<file path="config.mk">
export PLATFORM = sky130hd
export DESIGN_NAME = a_buf_ctrl
export DESIGN_NICKNAME = d
export VERILOG_FILES = /design/src/rtl/a_buf_ctrl.sv
export SDC_FILE = /design/constraint.sdc
export NUM_CORES = 1
export LEC_CHECK = 0
export BUFFER_PORTS_ARGS = -buffer_cell sky130_fd_sc_hd__buf_2
export CELL_PAD_IN_SITES_DETAIL_PLACEMENT = 0
export CELL_PAD_IN_SITES_GLOBAL_PLACEMENT = 1
export CORE_UTILIZATION = 24
export CTS_CLUSTER_SIZE = 14
export DETAILED_ROUTE_END_ITERATION = 7
export GPL_TIMING_DRIVEN = 0
export PLACE_DENSITY = 0.87
export SLEW_MARGIN = 25
export SYNTH_ARGS = -nofsm -noshare
export SYNTH_HDL_FRONTEND = slang
export SYNTH_SLANG_ARGS = --single-unit
export TNS_END_PERCENT = 100
</file>
<file path="constraint.sdc">
create_clock -name clk -period 2 [get_ports clk]
set_input_delay 0.1 -clock clk [delete_from_list [all_inputs] [get_ports clk]]
set_output_delay 0.1 -clock clk [all_outputs]
set_load 0.02 [all_outputs]
</file>
<file path="src/rtl/a_buf_ctrl.sv">
// a_buf_ctrl: ping-pong controller for the two A-operand buffer banks.
// Tile-load beats fill bank[wp], and the systolic array drains bank[rp] one row per pulse.
// Optional build macro A_BUF_CTRL_PERF_EN adds saturating load/drain stall counters.
module a_buf_ctrl #(
  parameter int unsigned SARRAY_H          = 8,
  parameter int unsigned A_BUF_NUM         = 2,
  parameter int unsigned SARRAY_LOAD_WIDTH = 64,
  parameter int unsigned TLOAD_DATAW_WIDTH = 3,
  parameter int unsigned TLOAD_DW_BYTE_IDX = 0,
  parameter int unsigned TLOAD_DW_2B_IDX   = 1,
  parameter int unsigned TLOAD_DW_4B_IDX   = 2
) (
  input  logic                         clk,
  input  logic                         rst_n,
  input  logic                         flush_i,
  input  logic                         ld_valid_i,
  output logic                         ld_ready_o,
  input  logic [TLOAD_DATAW_WIDTH-1:0] ld_data_width_i,
  input  logic [SARRAY_LOAD_WIDTH-1:0] ld_data_i,
  output logic                         wr_a_buf_valid_o,
  output logic [0:0]                   wr_a_buf_id_o,
  output logic [TLOAD_DATAW_WIDTH-1:0] wr_a_buf_data_width_o,
  output logic [SARRAY_LOAD_WIDTH-1:0] wr_a_buf_data_o,
  input  logic                         sa_rd_ready_i,
  output logic                         rd_a_buf_valid_o,
  output logic                         rd_a_buf_id_o,
  output logic                         rd_last_o,
  output logic [1:0]                   buf_full_o,
  output logic [1:0]                   buf_empty_o
`ifdef A_BUF_CTRL_PERF_EN
  ,
  output logic [31:0]                  ld_stall_cnt_o,
  output logic [31:0]                  drain_stall_cnt_o
`endif
);

  localparam int unsigned FILL_CNT_W = $clog2(4 * SARRAY_H) + 1;
  localparam int unsigned DRN_CNT_W  = $clog2(SARRAY_H) + 1;

  typedef enum logic [1:0] {
    ST_EMPTY    = 2'd0,
    ST_FILLING  = 2'd1,
    ST_FULL     = 2'd2,
    ST_DRAINING = 2'd3
  } bank_st_e;

  bank_st_e                     bank_st_q [A_BUF_NUM];
  bank_st_e                     bank_st_d [A_BUF_NUM];
  logic [TLOAD_DATAW_WIDTH-1:0] width_q   [A_BUF_NUM];
  logic [TLOAD_DATAW_WIDTH-1:0] width_d   [A_BUF_NUM];
  logic                         wp_q, wp_d;
  logic                         rp_q, rp_d;
  logic [FILL_CNT_W-1:0]        fill_cnt_q, fill_cnt_d;
  logic [DRN_CNT_W-1:0]         drn_cnt_q, drn_cnt_d;
  logic [FILL_CNT_W-1:0]        fill_tgt;
  bank_st_e                     wr_st;
  bank_st_e                     rd_st;

  // Bank bookkeeping: handshake outputs plus next-state for fill and drain sides.
  always_comb begin
    bank_st_d  = bank_st_q;
    width_d    = width_q;
    wp_d       = wp_q;
    rp_d       = rp_q;
    fill_cnt_d = fill_cnt_q;
    drn_cnt_d  = drn_cnt_q;
    fill_tgt   = FILL_CNT_W'(4 * SARRAY_H);

    wr_st = bank_st_q[wp_q];
    rd_st = bank_st_q[rp_q];

    ld_ready_o            = rst_n & ~flush_i & ((wr_st == ST_EMPTY) | (wr_st == ST_FILLING));
    wr_a_buf_valid_o      = ld_valid_i & ld_ready_o;
    wr_a_buf_id_o         = wp_q;
    wr_a_buf_data_o       = ld_data_i;
    wr_a_buf_data_width_o = (wr_st == ST_EMPTY) ? ld_data_width_i : width_q[wp_q];

    // Narrower elements pack more beats into one tile.
    if (wr_a_buf_data_width_o[TLOAD_DW_BYTE_IDX]) begin
      fill_tgt = FILL_CNT_W'(4 * SARRAY_H);
    end else if (wr_a_buf_data_width_o[TLOAD_DW_2B_IDX]) begin
      fill_tgt = FILL_CNT_W'(2 * SARRAY_H);
    end else if (wr_a_buf_data_width_o[TLOAD_DW_4B_IDX]) begin
      fill_tgt = FILL_CNT_W'(SARRAY_H);
    end

    rd_a_buf_valid_o = rst_n & ~flush_i & sa_rd_ready_i &
                       ((rd_st == ST_FULL) | (rd_st == ST_DRAINING));
    rd_a_buf_id_o    = rp_q;
    rd_last_o        = rd_a_buf_valid_o & (drn_cnt_q == DRN_CNT_W'(SARRAY_H - 1));

    if (flush_i) begin
      for (int b = 0; b < A_BUF_NUM; b++) begin
        bank_st_d[b] = ST_EMPTY;
        width_d[b]   = '0;
      end
      wp_d       = 1'b0;
      rp_d       = 1'b0;
      fill_cnt_d = '0;
      drn_cnt_d  = '0;
    end else begin
      // The write bank is EMPTY/FILLING and the read bank FULL/DRAINING, so they never collide.
      if (wr_a_buf_valid_o) begin
        if (wr_st == ST_EMPTY) begin
          width_d[wp_q] = ld_data_width_i;
        end
        if ((fill_cnt_q + FILL_CNT_W'(1)) == fill_tgt) begin
          bank_st_d[wp_q] = ST_FULL;
          fill_cnt_d      = '0;
          wp_d            = ~wp_q;
        end else begin
          bank_st_d[wp_q] = ST_FILLING;
          fill_cnt_d      = fill_cnt_q + FILL_CNT_W'(1);
        end
      end
      if (rd_a_buf_valid_o) begin
        if (rd_last_o) begin
          bank_st_d[rp_q] = ST_EMPTY;
          drn_cnt_d       = '0;
          rp_d            = ~rp_q;
        end else begin
          bank_st_d[rp_q] = ST_DRAINING;
          drn_cnt_d       = drn_cnt_q + DRN_CNT_W'(1);
        end
      end
    end
  end

  // Per-bank status flags.
  always_comb begin
    buf_full_o  = '0;
    buf_empty_o = '0;
    for (int b = 0; b < A_BUF_NUM; b++) begin
      buf_full_o[b]  = (bank_st_q[b] == ST_FULL);
      buf_empty_o[b] = (bank_st_q[b] == ST_EMPTY);
    end
  end

  // State registers.
  always_ff @(posedge clk or negedge rst_n) begin
    if (!rst_n) begin
      for (int b = 0; b < A_BUF_NUM; b++) begin
        bank_st_q[b] <= ST_EMPTY;
        width_q[b]   <= '0;
      end
      wp_q       <= 1'b0;
      rp_q       <= 1'b0;
      fill_cnt_q <= '0;
      drn_cnt_q  <= '0;
    end else begin
      bank_st_q  <= bank_st_d;
      width_q    <= width_d;
      wp_q       <= wp_d;
      rp_q       <= rp_d;
      fill_cnt_q <= fill_cnt_d;
      drn_cnt_q  <= drn_cnt_d;
    end
  end

`ifdef A_BUF_CTRL_PERF_EN
  logic [31:0] ld_stall_cnt_q, ld_stall_cnt_d;
  logic [31:0] drn_stall_cnt_q, drn_stall_cnt_d;

  // Saturating stall counters, cleared by flush.
  always_comb begin
    ld_stall_cnt_d  = ld_stall_cnt_q;
    drn_stall_cnt_d = drn_stall_cnt_q;
    if (flush_i) begin
      ld_stall_cnt_d  = '0;
      drn_stall_cnt_d = '0;
    end else begin
      if (ld_valid_i & ~ld_ready_o & (ld_stall_cnt_q != '1)) begin
        ld_stall_cnt_d = ld_stall_cnt_q + 32'd1;
      end
      if (((rd_st == ST_FULL) | (rd_st == ST_DRAINING)) & ~sa_rd_ready_i &
          (drn_stall_cnt_q != '1)) begin
        drn_stall_cnt_d = drn_stall_cnt_q + 32'd1;
      end
    end
  end

  // Stall counter registers.
  always_ff @(posedge clk or negedge rst_n) begin
    if (!rst_n) begin
      ld_stall_cnt_q  <= '0;
      drn_stall_cnt_q <= '0;
    end else begin
      ld_stall_cnt_q  <= ld_stall_cnt_d;
      drn_stall_cnt_q <= drn_stall_cnt_d;
    end
  end

  assign ld_stall_cnt_o    = ld_stall_cnt_q;
  assign drain_stall_cnt_o = drn_stall_cnt_q;
`else
  // Stall counters are not built in this configuration.
`endif

endmodule

</file>
After elaboration in Yosys (flattened, before gate mapping)
Cells that the tools add are included.

operators by class
  $add $sub $neg = 2
  order comparisons = 4
  eq/ne operators = 7
  muxes and demuxes = 41
  bitwise operators = 22
  reduce and logical (&&, ||, !) cells = 13

operator list
  kind                 number
  $mux 6               9
  $mux 4               9
  $mux 2               8
  $mux 3               5
  $reduce_bool 2->1    5
  $eq 2x2->1 const B   4
  $add 6x1->6 const B  1
  $and 1x1->1          6
  $bwmux 6             1
  $eq 6x6->1           1
  $logic_not 2->1      3
  $mux 1               6
  $reduce_and 2->1     3
  $add 4x1->4 const B  1
  $and 2x2->2          2
  $and 4x4->4          1
  $demux 2 s1          2
  $eq 4x3->1 const B   1
  $ge 2x2->1 const B   2
  $lt 2x1->1 const B   2
  $not 1->2            2
  $not 2->2            2
  $not 4->4            1
  $or 2x2->2           2
  6 further kinds      10

word-level totals
  register bits after elaboration = 22
  input bits = 72
  output and inout port bits = 77
  logic and storage cells = 97

Logic depth before layout (Yosys ltp)
  depth in word-level cells = 17
  gate-level depth with buffers = 9
  depth with buffers taken out = 8

Worst setup path before layout
OpenSTA, ideal clock, no wires.

  path type = register -> register
  start = reg rp_q, in the netlist rd_a_buf_id_o
  end = reg bank_st_q[3] (netlist bit)
  library setup time = 0.121 ns
  arrival time = 2.405 ns
  data required time = 1.879 ns
  slack = -0.526 ns
  stages on the path, launching flop included = 8
  buffers on the path = 1
  clock period less this slack = 2.526 ns
  cell sequence = dfrtp_1 -> mux2i_1 -> nor4bb_1 -> buf_2 -> nand2_1 -> nor3b_1 -> a21oi_1 -> a22o_1

RTL lines
  what                    line  RTL
  from (decl)             52    logic rp_q, rp_d;
  from (signal assigned)  154   rp_q <= rp_d;
  to (signal assigned)    151   bank_st_q <= bank_st_d;
  to (decl)               47    bank_st_e bank_st_q [A_BUF_NUM];

==> flow_summary.json <==
{
  "outcome": "complete, but fails checks",
  "failed_checks": "negative hold slack, negative setup slack",
  "design.final.nets": 388,
  "synth.ff_latch_count": 22,
  "regToRegEndpoint": "bank_st_q[1]$_DFF_PN0_",
  "antennaDiodeCount": 0,
  "crit_required_ns": 2.21,
  "criticalPathCategory": "reg2reg",
  "pwr_density_cell_nw_per_um2": 451,
  "max_freq_mhz": 462,
  "setup.worst_path.end_class": "flop",
  "worstRegToRegCells": 8,
  "holdWs_ns": -0.0317,
  "clk_pin_slew_ns": 0.08,
  "dieHeight_um": 88.3,
  "initial_core_util_pct": 24.8,
  "power.ir.vdd_worst_v": 0.000250,
  "layout.cells.most_common_list": "buf_4, buf_2, dfrtp_1",
  "finalHoldViolations": 22,
  "syn_area_cell_sq_um": 9.07,
  "dpl.hpwl_mm": 3.05,
  "htreeDepth": 1,
  "worst_setup_slack_after_layout_ns": -0.166,
  "cts.root.buffer_cell": "clkbuf_8",
  "min_period_over_period_pct": 108,
  "fin_tns_setup_ns": -1.72,
  "ant_nets": 0,
  "first_global_vias": 1413,
  "timing.max_cap.violations": 0,
  "tritoncts": "yes",
  "grt_setup_unrepaired": "yes",
  "final-seq-area_sq_um": 558,
  "rows": 31,
  "globalRoute.totalOverflow": 0,
  "rrSetupSlack_ns": -0.17,
  "non_filler_instance_count_after_layout": 412,
  "reg2reg_from": "bank_st_q[1]$_DFF_PN0_",
  "die_x_um": 88.3,
  "worst_slew_pin_slew_ns": 0.519,
  "n_fill_cell": 718,
  "die-area_sq_um": 7790,
  "drt_wl_total_mm": 4.39,
  "placeableCoreArea_sq_um": 7210,
  "drive_above_1_share_pct": 68.7,
  "detailedRoute.firstPassIterationCount": 4,
  "synth.yosys.warnings": 0,
  "mappedNetlistArea_sq_um": 1790,
  "largest_clock_skew_in_the_final_design_ns": 0.00236,
  "post_drt_via_cell_ratio": 4.13,
  "total_leakage_power_nw": 1.48,
  "route.detailed.drc": 0,
  "final-setup-viol-count": 17,
  "gp_congestion": 0.812,
  "synth_top_area_share_pct": 30.8,
  "dpl.cell_count": 380,
  "multiInputGateArea_sq_um": 796,
  "synth_top_cell_by_area": "dfrtp_1",
  "min-delay-path-class": "in2async",
  "clock_insertion_delay_worst_skew_ns": 0.27,
  "io_pins": 149,
  "pin_count_of_the_biggest_net_entering_global_routing": 23,
  "critPathMaxFanout": 5,
  "finalCoreUtilization_pct": 38.3,
  "slew_headroom_pct": 65.4,
  "wire_length_of_the_first_global_routing_pass_mm": 6.48,
  "startpoint_types": "flop",
  "clock_path_buffers": 2,
  "final_common_cell": "buf_4",
  "synth-seq-area-share_pct": 30.8,
  "final_period_minus_worst_setup_slack_ns": 2.17,
  "clock_sink_count": 22,
  "worst_ep_arrival_time_ns": 2.38,
  "detailroute.via_count": 1701,
  "detail_route.wl_per_cell_um": 10.7,
  "synth_cells": 197,
  "synthToLayoutAreaGrowth_pct": 54.8,
  "netlist-cell-type-count": 41,
  "syn_nets": 271,
  "grt_antenna_before_repair": 0,
  "numPortBuffers": 84,
  "max_slew_violations": 0,
  "synth_top_cells_by_area": "dfrtp_1, buf_4, mux2i_1",
  "numCtsBuffers": 3,
  "track_usage_pct": 10.8,
  "drt-initial-drc-count": 107
}
-- stage by stage --
stage / area (sq um) / total power, mW / setup slack, ns
2_1_floorplan: 1840 / 0.712 / -0.158
3_3_place_gp: 2390 / 0.804 / -0.224
3_5_place_dp: 2390 / 0.808 / -0.247
4_1_cts: 2630 / 1.25 / -0.155
5_1_grt: 2770 / 1.30 / -0.257
6_report: 2770 / 1.25 / -0.166
-- power breakdown --
part	internal, mW	leakage [nW]	switching, mW
logic	0.180	1.15	0.191
clock network	0.268	0.0357	0.154
registers	0.450	0.296	0.00483
-- worst max-delay path by stage --
stage / startpoint / endpoint / slack [ns]
2_1_floorplan: bank_st_q[3]$_DFF_PN0_ / bank_st_q[1]$_DFF_PN0_ / -0.16
3_3_place_gp: bank_st_q[3]$_DFF_PN0_ / bank_st_q[1]$_DFF_PN0_ / -0.22
3_5_place_dp: bank_st_q[3]$_DFF_PN0_ / bank_st_q[1]$_DFF_PN0_ / -0.25
4_1_cts: bank_st_q[1]$_DFF_PN0_ / bank_st_q[1]$_DFF_PN0_ / -0.15
5_1_grt: bank_st_q[1]$_DFF_PN0_ / bank_st_q[0]$_DFF_PN0_ / -0.26
6_report: bank_st_q[1]$_DFF_PN0_ / bank_st_q[1]$_DFF_PN0_ / -0.17
-- layer usage --
| metal | vias up | wire length [um] | global-route usage (%) |
|---|---|---|---|
| li1 | 835 | - | - |
| met1 | 761 | 1910 | 14.0 |
| met2 | 100 | 2050 | 17.8 |
| met3 | 5 | 360 | 1.59 |
| met4 | 0 | 75 | 4.69 |
| met5 | - | 0 | 0 |
-- state kept, by name (all words and copies together), names as in the netlist --
name,count
wr_a_buf_id_o,1
bank_st_q,4
width_q,6
rd_a_buf_id_o,1
drn_cnt_q,4
fill_cnt_q,6
-- worst max-delay path: stages (launching register included) --
cell and delay (ns):
dfrtp_2 0.44, nor2_4 0.18, o32ai_2 0.11, or2_4 0.26, or4b_4 0.53, nand3_2 0.09, and4_4 0.23, buf_6 0.12
a32o_2 0.15
-- final cells by class --
type	instances	share of cell area, %
inverters	8	1.18
multi-input cells	97	28.8
repair buffers	112	23.6
clock inverters	1	1.09
clock buffers	3	1.49
plain buffers	70	19.3
well taps	99	4.48
flip-flops and latches	22	20.2
-- synthesized netlist by cell type (all sizes together) --
library cell / n
or2: 1
a32o: 1
nor2: 16
and4: 1
inv: 8
and3: 1
a21oi: 5
a32oi: 1
dfrtp: 22
nand3: 5
and2b: 1
mux2i: 12
mux2: 4
o31ai: 3
a22o: 1
nor4b: 2
xnor2: 5
nor3: 1
a211o: 1
nor3b: 2
or4b: 1
a31o: 1
clkbuf: 2
o32ai: 4
a31oi: 1
nor4bb: 1
buf: 68
nand4: 2
nand3b: 3
nand2: 12
xor2: 2
nand2b: 2
o21ai: 1
ha: 2
nor2b: 2
-- logic make-up (layout without fill, tap and decap cells) --
family                     Yosys count  in the layout  share of synthesized area (%)
buffers and inverters               78            194                           30.5
and+or+nand+nor                     53             53                           16.6
DFF                                 22             22                           30.8
AOI/OAI and AO/OA                   19             19                           7.84
muxes                               16             16                           9.45
xor gates and xnor gates             7              7                           3.43
adders and majority gates            2              2                           1.40
-- timing repair --
item,CTS,global route
endpoints found under the setup margin,18,19
pin swaps,11,8
setup buffers,16,10
cloned,1,0
hold endpoints to repair,22,0
hold buffers,1,0
gates resized for setup,12,18
Power figures use the tool's default switching activity.
